===== src/rtl/mem_access_seq.sv =====
`timescale 1ns/1ps
// mem_access_seq
// Multi-cycle sequencer between the control decoder and the data RAM.
// It accepts one load/store request at a time and drives the RAM
// handshake: ram_mov goes out and ram_moc comes back. It steers
// big-endian byte lanes, sign/zero-extends loads, and holds the core
// (stall) until the access finishes. Misaligned, bad-size and timed-out
// accesses finish with err set and a cause code.
//
// Parameters
//   TIMEOUT  cycles in ACCESS without ram_moc before abort (>=2)
//   AW       address width
//
// Ports
//   clk, reset         rising-edge clock, synchronous active-high reset
//   start              request strobe, sampled in IDLE only
//   rw                 1=load, 0=store
//   size               00=byte, 01=half, 10=word, 11=reserved
//   unsigned_ld        1=zero-extend load, 0=sign-extend
//   addr, wdata        byte address, right-justified store data
//   ram_moc, ram_rdata RAM completion and read word
//   ram_mov, ram_rw    RAM request strobe and direction (registered)
//   ram_addr, ram_be   word-aligned address and byte enables (be[3]=MSB lane)
//   ram_wdata          lane-replicated store data
//   stall              hold PC/pipeline
//   done               one-cycle completion pulse
//   rdata              extended load result (valid with done & !err)
//   err, err_code      abort flag and cause: 01 misaligned, 10 timeout, 11 bad size

module mem_access_seq #(
    parameter int TIMEOUT = 16,
    parameter int AW      = 32
) (
    input  logic          clk,
    input  logic          reset,
    input  logic          start,
    input  logic          rw,
    input  logic [1:0]    size,
    input  logic          unsigned_ld,
    input  logic [AW-1:0] addr,
    input  logic [31:0]   wdata,
    input  logic          ram_moc,
    input  logic [31:0]   ram_rdata,
    output logic          ram_mov,
    output logic          ram_rw,
    output logic [AW-1:0] ram_addr,
    output logic [3:0]    ram_be,
    output logic [31:0]   ram_wdata,
    output logic          stall,
    output logic          done,
    output logic [31:0]   rdata,
    output logic          err,
    output logic [1:0]    err_code
);

    localparam int CW = $clog2(TIMEOUT) + 1;

    typedef enum logic [1:0] {
        S_IDLE   = 2'd0,
        S_ACCESS = 2'd1,
        S_DONE   = 2'd2
    } state_t;

    state_t        state_reg;
    logic [CW-1:0] cnt_reg;
    logic [1:0]    size_reg;
    logic [1:0]    off_reg;
    logic          uns_reg;

    // Request decode, evaluated on the raw inputs in the IDLE cycle.
    logic [3:0]  be_next;
    logic [31:0] wdata_next;
    logic        misaligned;
    logic        bad_size;

    // Load path, evaluated on ram_rdata with the latched request.
    logic [7:0]  rd_lane [4];
    logic [7:0]  byte_sel;
    logic [15:0] half_sel;
    logic [31:0] load_val;
    logic        timeout_hit;

    // Lane k sits at bits 31-8k: byte offset 0 is the most significant byte.
    genvar gi;
    generate
        for (gi = 0; gi < 4; gi++) begin : g_lane
            assign rd_lane[gi] = ram_rdata[31-8*gi -: 8];
        end
    endgenerate

    assign bad_size   = (size == 2'b11);
    assign misaligned = ((size == 2'b01) && addr[0]) ||
                        ((size == 2'b10) && (addr[1:0] != 2'b00));

    always_comb begin
        be_next    = 4'b0000;
        wdata_next = wdata;
        case (size)
            2'b00: begin
                be_next    = 4'b1000 >> addr[1:0];
                wdata_next = {4{wdata[7:0]}};
            end
            2'b01: begin
                be_next    = addr[1] ? 4'b0011 : 4'b1100;
                wdata_next = {2{wdata[15:0]}};
            end
            2'b10: begin
                be_next    = 4'b1111;
                wdata_next = wdata;
            end
            default: begin
                be_next    = 4'b0000;
                wdata_next = wdata;
            end
        endcase
    end

    always_comb begin
        byte_sel = rd_lane[off_reg];
        half_sel = off_reg[1] ? ram_rdata[15:0] : ram_rdata[31:16];
        load_val = ram_rdata;
        case (size_reg)
            2'b00:   load_val = uns_reg ? {24'd0, byte_sel}
                                        : {{24{byte_sel[7]}}, byte_sel};
            2'b01:   load_val = uns_reg ? {16'd0, half_sel}
                                        : {{16{half_sel[15]}}, half_sel};
            default: load_val = ram_rdata;
        endcase
    end

    // Last permitted ACCESS cycle: ram_mov is high for exactly TIMEOUT cycles.
    assign timeout_hit = (cnt_reg == CW'(TIMEOUT - 1));

    // stall reacts to start in the same cycle so the PC never advances past
    // the memory instruction; it is low in DONE so the core resumes then.
    assign stall = (state_reg == S_ACCESS) || ((state_reg == S_IDLE) && start);

    always_ff @(posedge clk) begin
        if (reset) begin
            state_reg <= S_IDLE;
            cnt_reg   <= '0;
            size_reg  <= 2'b00;
            off_reg   <= 2'b00;
            uns_reg   <= 1'b0;
            ram_mov   <= 1'b0;
            ram_rw    <= 1'b0;
            ram_addr  <= '0;
            ram_be    <= 4'b0000;
            ram_wdata <= 32'd0;
            done      <= 1'b0;
            rdata     <= 32'd0;
            err       <= 1'b0;
            err_code  <= 2'b00;
        end else begin
            case (state_reg)
                S_IDLE: begin
                    done     <= 1'b0;
                    err      <= 1'b0;
                    err_code <= 2'b00;
                    if (start) begin
                        ram_rw    <= rw;
                        size_reg  <= size;
                        off_reg   <= addr[1:0];
                        uns_reg   <= unsigned_ld;
                        ram_addr  <= {addr[AW-1:2], 2'b00};
                        ram_be    <= be_next;
                        ram_wdata <= wdata_next;
                        cnt_reg   <= '0;
                        // Faults go straight to DONE and never touch the RAM.
                        if (bad_size) begin
                            state_reg <= S_DONE;
                            done      <= 1'b1;
                            err       <= 1'b1;
                            err_code  <= 2'b11;
                        end else if (misaligned) begin
                            state_reg <= S_DONE;
                            done      <= 1'b1;
                            err       <= 1'b1;
                            err_code  <= 2'b01;
                        end else begin
                            state_reg <= S_ACCESS;
                            ram_mov   <= 1'b1;
                        end
                    end
                end
                S_ACCESS: begin
                    // moc wins over a timeout landing in the same cycle.
                    if (ram_moc) begin
                        state_reg <= S_DONE;
                        ram_mov   <= 1'b0;
                        done      <= 1'b1;
                        err       <= 1'b0;
                        err_code  <= 2'b00;
                        if (ram_rw) begin
                            rdata <= load_val;
                        end
                    end else if (timeout_hit) begin
                        state_reg <= S_DONE;
                        ram_mov   <= 1'b0;
                        done      <= 1'b1;
                        err       <= 1'b1;
                        err_code  <= 2'b10;
                    end else begin
                        cnt_reg <= cnt_reg + 1'b1;
                    end
                end
                S_DONE: begin
                    state_reg <= S_IDLE;
                    done      <= 1'b0;
                    err       <= 1'b0;
                    err_code  <= 2'b00;
                end
                default: begin
                    state_reg <= S_IDLE;
                    ram_mov   <= 1'b0;
                    done      <= 1'b0;
                end
            endcase
        end
    end

endmodule


===== config.mk =====
export PLATFORM = sky130hd
export DESIGN_NAME = mem_access_seq
export DESIGN_NICKNAME = d
export VERILOG_FILES = /design/src/rtl/mem_access_seq.sv
export SDC_FILE = /design/constraint.sdc
export NUM_CORES = 1
export LEC_CHECK = 0
export BUFFER_PORTS_ARGS = -buffer_cell sky130_fd_sc_hd__buf_2
export CORE_MARGIN = 10
export CORE_UTILIZATION = 38
export CTS_CLUSTER_SIZE = 28
export DETAILED_ROUTE_END_ITERATION = 10
export MAX_ROUTING_LAYER = met4
export PLACE_DENSITY = 0.7
export SETUP_SLACK_MARGIN = 0.4
export SLEW_MARGIN = 0
export SYNTH_ARGS = -nofsm -noshare
export SYNTH_HDL_FRONTEND = slang
export SYNTH_SLANG_ARGS = --single-unit

===== constraint.sdc =====
create_clock -name clk -period 1.75 [get_ports clk]
set_input_delay 0.0875 -clock clk [delete_from_list [all_inputs] [get_ports clk]]
set_output_delay 0.0875 -clock clk [all_outputs]
set_load 0.05 [all_outputs]

==> flow_summary.yaml, run 1 <==
synth:
  syn_inst: 659
  yosysSeqAreaShare: 0.450
  synth_cell_types: 43
  ys_warn_count: 0
  ys_ff_latch: 116
  avgSynthCellArea_sq_um: 7.84
  synth_area_sq_um: 5160
worst_setup_path:
  cp_max_fo: 4
  crit_family: "simple AND/OR/NAND/NOR gates"
  critical_path.cell_chain: "ha_4, and3_4, ha_4, nor3b_4, and3_1, or3b_1, a21oi_1"
  crit_required_ps: 2090
  slowest_delay_ps: 350
  crit_slowest_cell: "or3b_1"
  endpoint_kind: "flip-flop"
  crit_arrival_ps: 2100
  critical_path_class: "reg2reg"
  cp_num_buf_inv: 0
  cp-start-kind: "flip-flop"
  cpMostUsedCell: "ha_4"
timing:
  post-route-period-util: 1.00
  fmax_ghz: 0.569
  finalSetupViolations: 2
  slew_violations: 0
  maxSlewHeadroom: 0.632
  hold_violations: 0
  rsz0062_at_grt: "true"
  fin_ws_ps: -7.38
  hold-worst-slack_ps: 15.8
  final.setup_skew_ps: 12.5
  layout_min_cycle_time_ps: 1760
  worst_slew_pin_slew_ps: 552
pwr:
  total_leakage_power_uw: 0.00437
  power_per_cell_area_nw_per_um2: 974
  peakVddDrop_uv: 829
  fin_total_pwr_uw: 9630
global_routing:
  antenna_found_initial: 0
  grt_pass1_vias: 6569
  grt_util_all_layers: 0.249
  grt_max_degree: 53
  overflow: 0
  grt_pass1_wl_mm: 35.6
placed_design:
  portBuffers: 208
  gp_congestion: 0.881
  post_dp_cell_area_sq_um: 6620
  dp_hpwl_mm: 13.0
floorplanning:
  die_x_um: 137
  core_sq_um: 13300
  die_area_sq_um: 18700
  start_util: 0.388
  io_pins: 211
  floorplan.rows: 42
  die_h_um: 137
min_path:
  min_path_type: "in2reg"
detailed_routing:
  wl_per_cell_um: 20.9
  routed_via_density: 5.57
  route.vias.total: 6482
  drt_iter0_drc: 415
  wirelength_mm: 24.4
  firstDrtPassIters: 6
  ant_nets: 0
  drc: 0
finish:
  reg_top3: "ram_wdata (32), rdata (32), ram_addr (30)"
  design_area_sq_um: 9890
  final_common_cell: "buf_2"
  nets: 1084
  syn2layout_area_growth_pct: 91.4
  drive_gt1_frac: 0.550
  layout_common_cells: "buf_2 (206), dfxtp_1 (108), nand2_1 (73)"
cts:
  clk_latency_ps: 420
  cts_max_level: 4
  clock_sink_count: 116
  cts_root_buffer: "clkbuf_16"
  path_clk_slew_ps: 60
  cts_tree: "done"
  cts_buffer_depth: 2
  cts_buffers: 17
run_status:
  status: "finished, violations left"
  violations: "negative setup slack"
run:
  cap_viol_max_count: 0
path summary, 6_finish.rpt:
kind              start  depth (start not counted)       endpoint  slack (ps)
min reg2reg   ram_be[0]                          2      ram_be[0]         460
max reg2reg  cnt_reg[1]                          7     cnt_reg[3]          -7
min           wdata[13]                          3  ram_wdata[13]          20
max          cnt_reg[1]                          7     cnt_reg[3]          -7
power by group:
group	internal [uW]	leakage [uW]	total [uW]	switching (uW)
Clock	2440	0.000311	3750	1310
Combinational	1230	0.00310	2900	1670
Sequential	2810	0.000952	2980	169
Total	6480	0.00437	9630	3150
cell usage after synthesis, drive strengths merged:
| master | number | area (sq um) |
|---|---|---|
| nand2 | 146 | 548 |
| nand2b | 8 | 50.1 |
| or4 | 1 | 7.51 |
| nor4b | 1 | 8.76 |
| nor2b | 6 | 37.5 |
| nor2 | 45 | 169 |
| nor4bb | 1 | 10.0 |
| a311o | 1 | 10.0 |
| nor3b | 1 | 12.5 |
| a211oi | 16 | 120 |
| o211ai | 2 | 15.0 |
| or3 | 8 | 50.1 |
| o21ai | 49 | 249 |
| inv | 5 | 18.8 |
| or2 | 1 | 6.26 |
| mux2i | 28 | 280 |
| nand3 | 10 | 55.1 |
| a2111oi | 1 | 27.5 |
| dfxtp | 116 | 2320 |
| conb | 1 | 3.75 |
| nor3 | 10 | 55.1 |
| a311oi | 8 | 70.1 |
| ha | 6 | 75.1 |
| nand3b | 1 | 7.51 |
| a22oi | 1 | 7.51 |
| and3 | 19 | 119 |
| or4b | 1 | 10.0 |
| and2 | 2 | 12.5 |
| a31oi | 5 | 31.3 |
| and4 | 1 | 8.76 |
| buf | 28 | 141 |
| a21o | 1 | 7.51 |
| nand4 | 2 | 12.5 |
| clkbuf | 30 | 113 |
| a21oi | 95 | 475 |
| or3b | 2 | 17.5 |
cells by family (layout without fill, tap and decap cells):
logic type               Yosys count  after routing  synth area share
AO/OA/AOI/OAI                    179            179             0.196
buffers and inverters             63            390            0.0528
adder cells (fa/ha/maj)            6              6            0.0145
multiplexers                      28             28            0.0543
AND/OR/NAND/NOR                  266            266             0.232
flip-flops                       116            116             0.450
other                              1              3          0.000726
worst register-to-register path, cell delays in order (launching register included):
cell,delay [ps]
dfxtp_2,330
ha_4,160
and3_4,170
ha_4,180
nor3b_4,190
and3_1,190
or3b_1,350
a21oi_1,120
per-layer routing:
| layer | routed length, um | GRT usage |
|---|---|---|
| met1 | 8910 | 0.267 |
| met2 | 12500 | 0.429 |
| met3 | 2150 | 0.0744 |
| met4 | 831 | 0.0911 |
| met5 | 0 | - |
timing repair:
item,CTS,global route
pin swaps,94,55
cloned,19,1
gates resized for setup,172,120
endpoints found under the hold margin,57,0
buffers inserted,36,11
endpoints found under the setup margin,110,117
hold buffers,57,0
metrics by stage:
stage                     TNS [ps]  setup slack [ps]  utilization  cells
after CTS                        0              35.0        0.695   1151
after detailed placement     -1.11             -1.11        0.498   1007
after global placement           0              46.3        0.498   1007
after floorplan                  0              36.4            -    660
after global routing          -244             -97.6        0.744   1163
final                        -8.43             -7.38        0.744   1164
cell type report:
type / count / area, sq um
repair buffers: 353 / 3030
fillers: 840 / 3410
inverters: 5 / 23.8
clock inverters: 11 / 146
clock buffers: 21 / 492
well taps: 176 / 220
multi-input cells: 481 / 3630
flip-flops and latches: 116 / 2340
diodes: 1 / 2.50
Power figures use the tool's default switching activity.
==> run 2, diff against run 1 <==
- CORE_UTILIZATION: 38 -> 44
- CTS_CLUSTER_SIZE: 28 -> 20
- PLACE_DENSITY: 0.7 -> 0.77
==> flow_summary.yaml, run 2 (synthesized netlist as in run 1, its figures left out) <==
worst_setup_path:
  cp-start-kind: "flip-flop"
  critical_path_class: "reg2reg"
  crit_family: "simple AND/OR/NAND/NOR gates"
  endpoint_kind: "flip-flop"
  endpoint: "cnt_reg[3]"
  r2r_slack_ps: -60
  crit_arrival_ps: 2160
  crit_slowest_cell: "or3b_1"
  critical_path.cell_chain: "ha_4, and3_4, ha_4, nor3b_4, and3_4, or3b_1, a21oi_1"
  crit_required_ps: 2100
  cp_max_fo: 4
  slowest_delay_ps: 350
  worstReg2RegStart: "cnt_reg[1]"
  r2r_end: "cnt_reg[3]"
  cp-startpoint: "cnt_reg[1]"
  ff2ff_path_depth: 7
  crit_cells: 7
  cp_num_buf_inv: 0
placed_design:
  dp_hpwl_mm: 12.4
  gp_congestion: 0.859
  portBuffers: 208
pwr:
  p_sw_uw: 3200
  p_int_uw: 6400
  power_per_cell_area_nw_per_um2: 971
  combPwrFrac: 0.306
  total_leakage_power_uw: 0.00436
  seq_power_share: 0.310
  clockPowerShare: 0.384
  peakVddDrop_uv: 884
  swShare: 0.334
global_routing:
  grt_max_degree: 90
  grt_pass1_vias: 6420
  grt_util_all_layers: 0.258
  overflow: 0
  antenna_found_initial: 1
  grt_pass1_wl_mm: 33.2
timing:
  fin_setup_tns_ps: -193
  hold_violations: 1
  slew_violations: 0
  hold-worst-slack_ps: -2.71
  finalSetupViolations: 4
  worst_slew_pin_slew_ps: 612
  post-route-period-util: 1.04
  fin_ws_ps: -63.1
  fmax_ghz: 0.552
  maxSlewHeadroom: 0.592
  final.setup_skew_ps: 6.65
  rsz0062_at_grt: "true"
  layout_min_cycle_time_ps: 1810
finish:
  layout_common_cells: "buf_2 (206), dfxtp_1 (107), nand2_1 (90)"
  drive_gt1_frac: 0.564
  syn2layout_area_growth_pct: 91.4
  nets: 1079
  final_common_cell: "buf_2"
  reg_top3: "ram_wdata (32), rdata (32), ram_addr (30)"
min_path:
  min_path_type: "in2reg"
detailed_routing:
  firstDrtPassIters: 5
  wl_per_cell_um: 24.8
  route.vias.total: 6882
  wirelength_mm: 27.9
  routed_via_density: 6.11
  drc: 0
  drt_iter0_drc: 868
  ant_nets: 0
run:
  cap_viol_max_count: 0
cts:
  cts_tree: "done"
  clk_latency_ps: 430
  clock_sink_count: 116
  cts_buffers: 17
  cts_root_buffer: "clkbuf_16"
  cts_max_level: 4
  path_clk_slew_ps: 60
  cts_buffer_depth: 2
floorplanning:
  start_util: 0.450
  die_x_um: 128
  floorplan.rows: 39
  io_pins: 211
  die_h_um: 128
  core_sq_um: 11500
  die_area_sq_um: 16500
run_status:
  violations: "negative hold slack, negative setup slack"
  status: "finished, violations left"
==> run 2: changes by cell type in the layout (fill, tap and decap cells not counted), moves of 5 or more <==
| cell | before | now |
|---|---|---|
| dlygate4sd3_1 | 57 | 52 |
| nand2_4 | 32 | 39 |
| a21oi_1 | 53 | 34 |
| a21oi_2 | 42 | 57 |
| nor2_4 | 18 | 13 |
| buf_16 | 21 | 15 |
| o21ai_2 | 3 | 8 |
| nand2_1 | 73 | 90 |
| nand2_2 | 40 | 16 |
| mux2i_4 | 0 | 5 |
==> run 2: worst reg2reg max path, delay by kind of cell, from the launching register on <==
kind / cells / cell delay, ps
and+or+nand+nor: 4 / 930
DFF: 1 / 340
adders and majority gates: 2 / 340
AOI/OAI and AO/OA: 1 / 130
==> run 2: metal layers <==
metal | vias up | wire [um] | track usage
met5 | - | 0 | -
met2 | 544 | 14000 | 0.428
li1 | 2916 | - | -
met4 | 0 | 1660 | 0.126
met1 | 3274 | 9530 | 0.274
met3 | 148 | 2770 | 0.0797
==> run 2: power by group through the flow <==
stage | clock, uW | sequential [uW] | combinational (uW)
after floorplan | 0 | 3480 | 665
after CTS | 3620 | 2920 | 2330
after global placement | 0 | 2960 | 1630
final | 3690 | 2980 | 2940
after detailed placement | 0 | 2970 | 1640
after global routing | 3790 | 2990 | 3040
==> run 2: area by class of cell <==
cell class                 instances  area (sq um)
fill                             523          1580
antenna                            1          2.50
multi-input combinational        484          3820
inverter                           5          23.8
clock buffer                      23           488
clock inverter                     9           126
sequential                       116          2340
tap                              143           179
timing repair buffer             345          2910
==> run 2: what timing repair did <==
item                                   in CTS  in global routing
hold buffers                               52                  0
endpoints found under the hold margin      54                  0
cloned                                     16                  7
resized for setup                          94                228
setup endpoints to repair                 112                117
setup buffers                              29                 18
pin swaps                                  36                 84
==> run 2: stage by stage <==
stage / power, uW / cells / cell area [sq um] / setup slack (ps) / util
floorplan: 4140 / 660 / 5490 / 36.4 / -
global placement: 4590 / 971 / 6550 / 62.4 / 0.572
detailed placement: 4610 / 971 / 6550 / 13.4 / 0.572
CTS: 8880 / 1100 / 8720 / 31.2 / 0.760
global route: 9820 / 1126 / 9890 / -166 / 0.862
finish: 9600 / 1126 / 9890 / -63.1 / 0.862
==> run 2: worst min path at each step <==
| stage | startpoint | end | slack, ps | cells after the start |
|---|---|---|---|---|
| 2_1_floorplan | rw | ram_rw | 210 | 2 |
| 3_3_place_gp | rw | ram_rw | 330 | 3 |
| 3_5_place_dp | addr[22] | ram_addr[22] | 330 | 3 |
| 4_1_cts | wdata[8] | ram_wdata[8] | 1 | 3 |
| 5_1_grt | wdata[13] | ram_wdata[13] | 10 | 3 |
| 6_report | wdata[13] | ram_wdata[13] | -3 | 3 |
==> run 3, diff against run 2 <==
- ABC_AREA: unset -> 1
- CTS_CLUSTER_SIZE: 20 -> 30
==> flow_summary.yaml, run 3 <==
run_status:
  status: "finished clean"
pwr:
  seq_power_share: 0.321
  swShare: 0.362
  p_sw_uw: 3470
  fin_total_pwr_uw: 9580
  clockPowerShare: 0.326
  peakVddDrop_uv: 774
  total_leakage_power_uw: 0.00444
  power_per_cell_area_nw_per_um2: 1030
  p_int_uw: 6110
  combPwrFrac: 0.353
synth:
  ys_warn_count: 0
  muxShareOfSynthArea: 0
  async_reset_ff_frac: 0
  synth_top_family_by_area: "compound AO/OA/AOI/OAI gates"
  synth.largest_area_cell: "dfxtp_1"
  yosys.area.top_type_share: 0.445
  yosys.area_share.simple: 0.203
  synth-edff-count: 0
  ys_ff_latch: 116
  yosysMostFrequentCell: "nand2_1"
  yosys-top-cells-area: "dfxtp_1 (45%), nand2_1 (9.6%), a21oi_1 (8.2%)"
  synth_xor_xnor_area_share: 0.00168
  avgSynthCellArea_sq_um: 7.28
  yosys.area_share.adder: 0.0144
  syn_inst: 716
  synth_area_sq_um: 5220
  synth-compound-area-share: 0.241
  synth_cell_types: 37
  yosysSeqAreaShare: 0.445
  synth_flop_cell: "dfxtp_1"
  synth_commonest_cells: "nand2_1 (133), dfxtp_1 (116), nor2_1 (93)"
timing:
  worst_slew_pin_slew_ps: 697
  post-route-period-util: 0.909
  finalSetupViolations: 0
  layout_min_cycle_time_ps: 1590
  slew_violations: 0
  fmax_ghz: 0.629
  hold_violations: 0
  rsz0062_at_grt: "true"
  maxSlewHeadroom: 0.535
  final.setup_skew_ps: 9.32
detailed_routing:
  drc: 0
  routed_via_density: 5.71
  wirelength_mm: 25.1
  route.vias.total: 6843
  firstDrtPassIters: 5
  wl_per_cell_um: 20.9
  drt_iter0_drc: 855
  ant_nets: 0
placed_design:
  gp_congestion: 0.892
  portBuffers: 208
  dp_hpwl_mm: 12.5
worst_setup_path:
  cp_num_buf_inv: 1
  ff2ff_path_depth: 11
  crit_family: "simple AND/OR/NAND/NOR gates"
  crit_slowest_cell: "dfxtp_2"
  cpMostUsedCell: "nand2_4"
  critical_path.cell_chain: "ha_4, nand2_4, nor2_4, ha_4, nor2_4, nand2_4, nand2_4, nand2_8, inv_6, nand4_1, a21oi_1"
  crit_required_ps: 2090
  crit_arrival_ps: 1930
  cp-start-kind: "flip-flop"
  critical_path_class: "reg2reg"
  slowest_delay_ps: 330
  cp_max_fo: 6
  endpoint_kind: "flip-flop"
  worstReg2RegStart: "cnt_reg[0]"
  cp-startpoint: "cnt_reg[0]"
  crit_cells: 11
min_path:
  hold_start: "ram_rdata[24]"
  hold_depth: 3
  min_path_type: "in2reg"
finish:
  reg_top3: "ram_wdata (32), rdata (32), ram_addr (30)"
  final_common_cell: "buf_2"
  drive_gt1_frac: 0.450
  nets: 1150
  syn2layout_area_growth_pct: 78.6
  finish.utilization: 0.809
  layout_common_cells: "buf_2 (207), nand2_1 (116), dfxtp_1 (108)"
global_routing:
  antenna_found_initial: 4
  grt_util_all_layers: 0.246
  grt_pass1_vias: 6126
  grt_pass1_wl_mm: 31.6
  overflow: 0
  grt_max_degree: 44
floorplanning:
  die_x_um: 129
  io_pins: 211
  core_sq_um: 11500
  die_area_sq_um: 16600
  floorplan.rows: 39
  start_util: 0.453
  die_h_um: 129
cts:
  cts_buffers: 17
  clock_sink_count: 116
  cts_max_level: 4
  cts_tree: "done"
  cts_buffer_depth: 2
  path_clk_slew_ps: 50
  cts_root_buffer: "clkbuf_16"
  clk_latency_ps: 420
run:
  cap_viol_max_count: 0
-- run 3: changes by cell type in the layout (fill, tap and decap cells not counted), sizes merged, moves of 16 or more --
cell	change
and3	-20
nor2	+52
a211oi	-16
buf	-27
inv	+62
o21ai	+36
mux2i	-28
dlygate4sd3	+25
-- run 3: path summary, 6_finish.rpt --
path                  end  slack (ps)
max reg2reg    cnt_reg[2]         160
min reg2reg  ram_wdata[1]         460
max            cnt_reg[2]         160
min             rdata[24]          10
-- run 3: layer usage --
| layer | wire, um | track usage | part of all wire | vias to the layer above |
|---|---|---|---|---|
| li1 | - | - | - | 3020 |
| met1 | 8790 | 0.259 | 0.35 | 3178 |
| met2 | 12100 | 0.404 | 0.48 | 490 |
| met3 | 2480 | 0.0850 | 0.099 | 155 |
| met4 | 1730 | 0.123 | 0.069 | 0 |
| met5 | 0 | - | 0 | - |
-- run 3: power by group through the flow --
stage               Combinational, uW  Clock, uW  Sequential [uW]
global placement                 2110          0             3050
detailed placement               2140          0             3050
floorplan                         888          0             3710
finish                           3380       3130             3080
CTS                              2610       3120             3000
global route                     3520       3250             3090
-- run 3: cell type report --
| cell class | instances | area, sq um |
|---|---|---|
| Clock inverter | 5 | 25.0 |
| Sequential cell | 116 | 2340 |
| Clock buffer | 26 | 499 |
| Antenna cell | 4 | 10.0 |
| Timing Repair Buffer | 349 | 2840 |
| Fill cell | 643 | 2200 |
| Inverter | 67 | 285 |
| Multi-Input combinational cell | 489 | 3140 |
| Tap cell | 143 | 179 |
-- run 3: kinds of logic (layout without fill, tap and decap cells) --
group,after synthesis,in the layout
buffers and inverters,112,447
XOR/XNOR,1,1
AO/OA/AOI/OAI,223,223
AND/OR/NAND/NOR,257,257
other,1,6
flip-flops,116,116
adder cells (fa/ha/maj),6,6
-- run 3: stage by stage --
stage                     instance area, sq um  hold slack, ps  TNS (ps)  setup slack (ps)  cells
after floorplan                           5270             247         0               308    717
after global placement                    6450             336      -150             -25.1   1044
after detailed placement                  6450             346      -632             -65.6   1044
after CTS                                 8240            2.50         0               240   1172
after global routing                      9320            19.8         0              69.6   1199
final                                     9320            9.51         0               159   1199
-- run 3: repair_timing --
action | in CTS | in global routing
hold buffers | 77 | 0
buffers inserted | 14 | 10
setup endpoints to repair | 116 | 114
pin swaps | 11 | 48
cloned | 6 | 13
gates resized for setup | 80 | 212
endpoints found under the hold margin | 72 | 0
-- run 3: tightest hold or removal path, cell delays in order --
cell and delay (ps):
buf_2 100, a21oi_1 70, a21oi_2 120
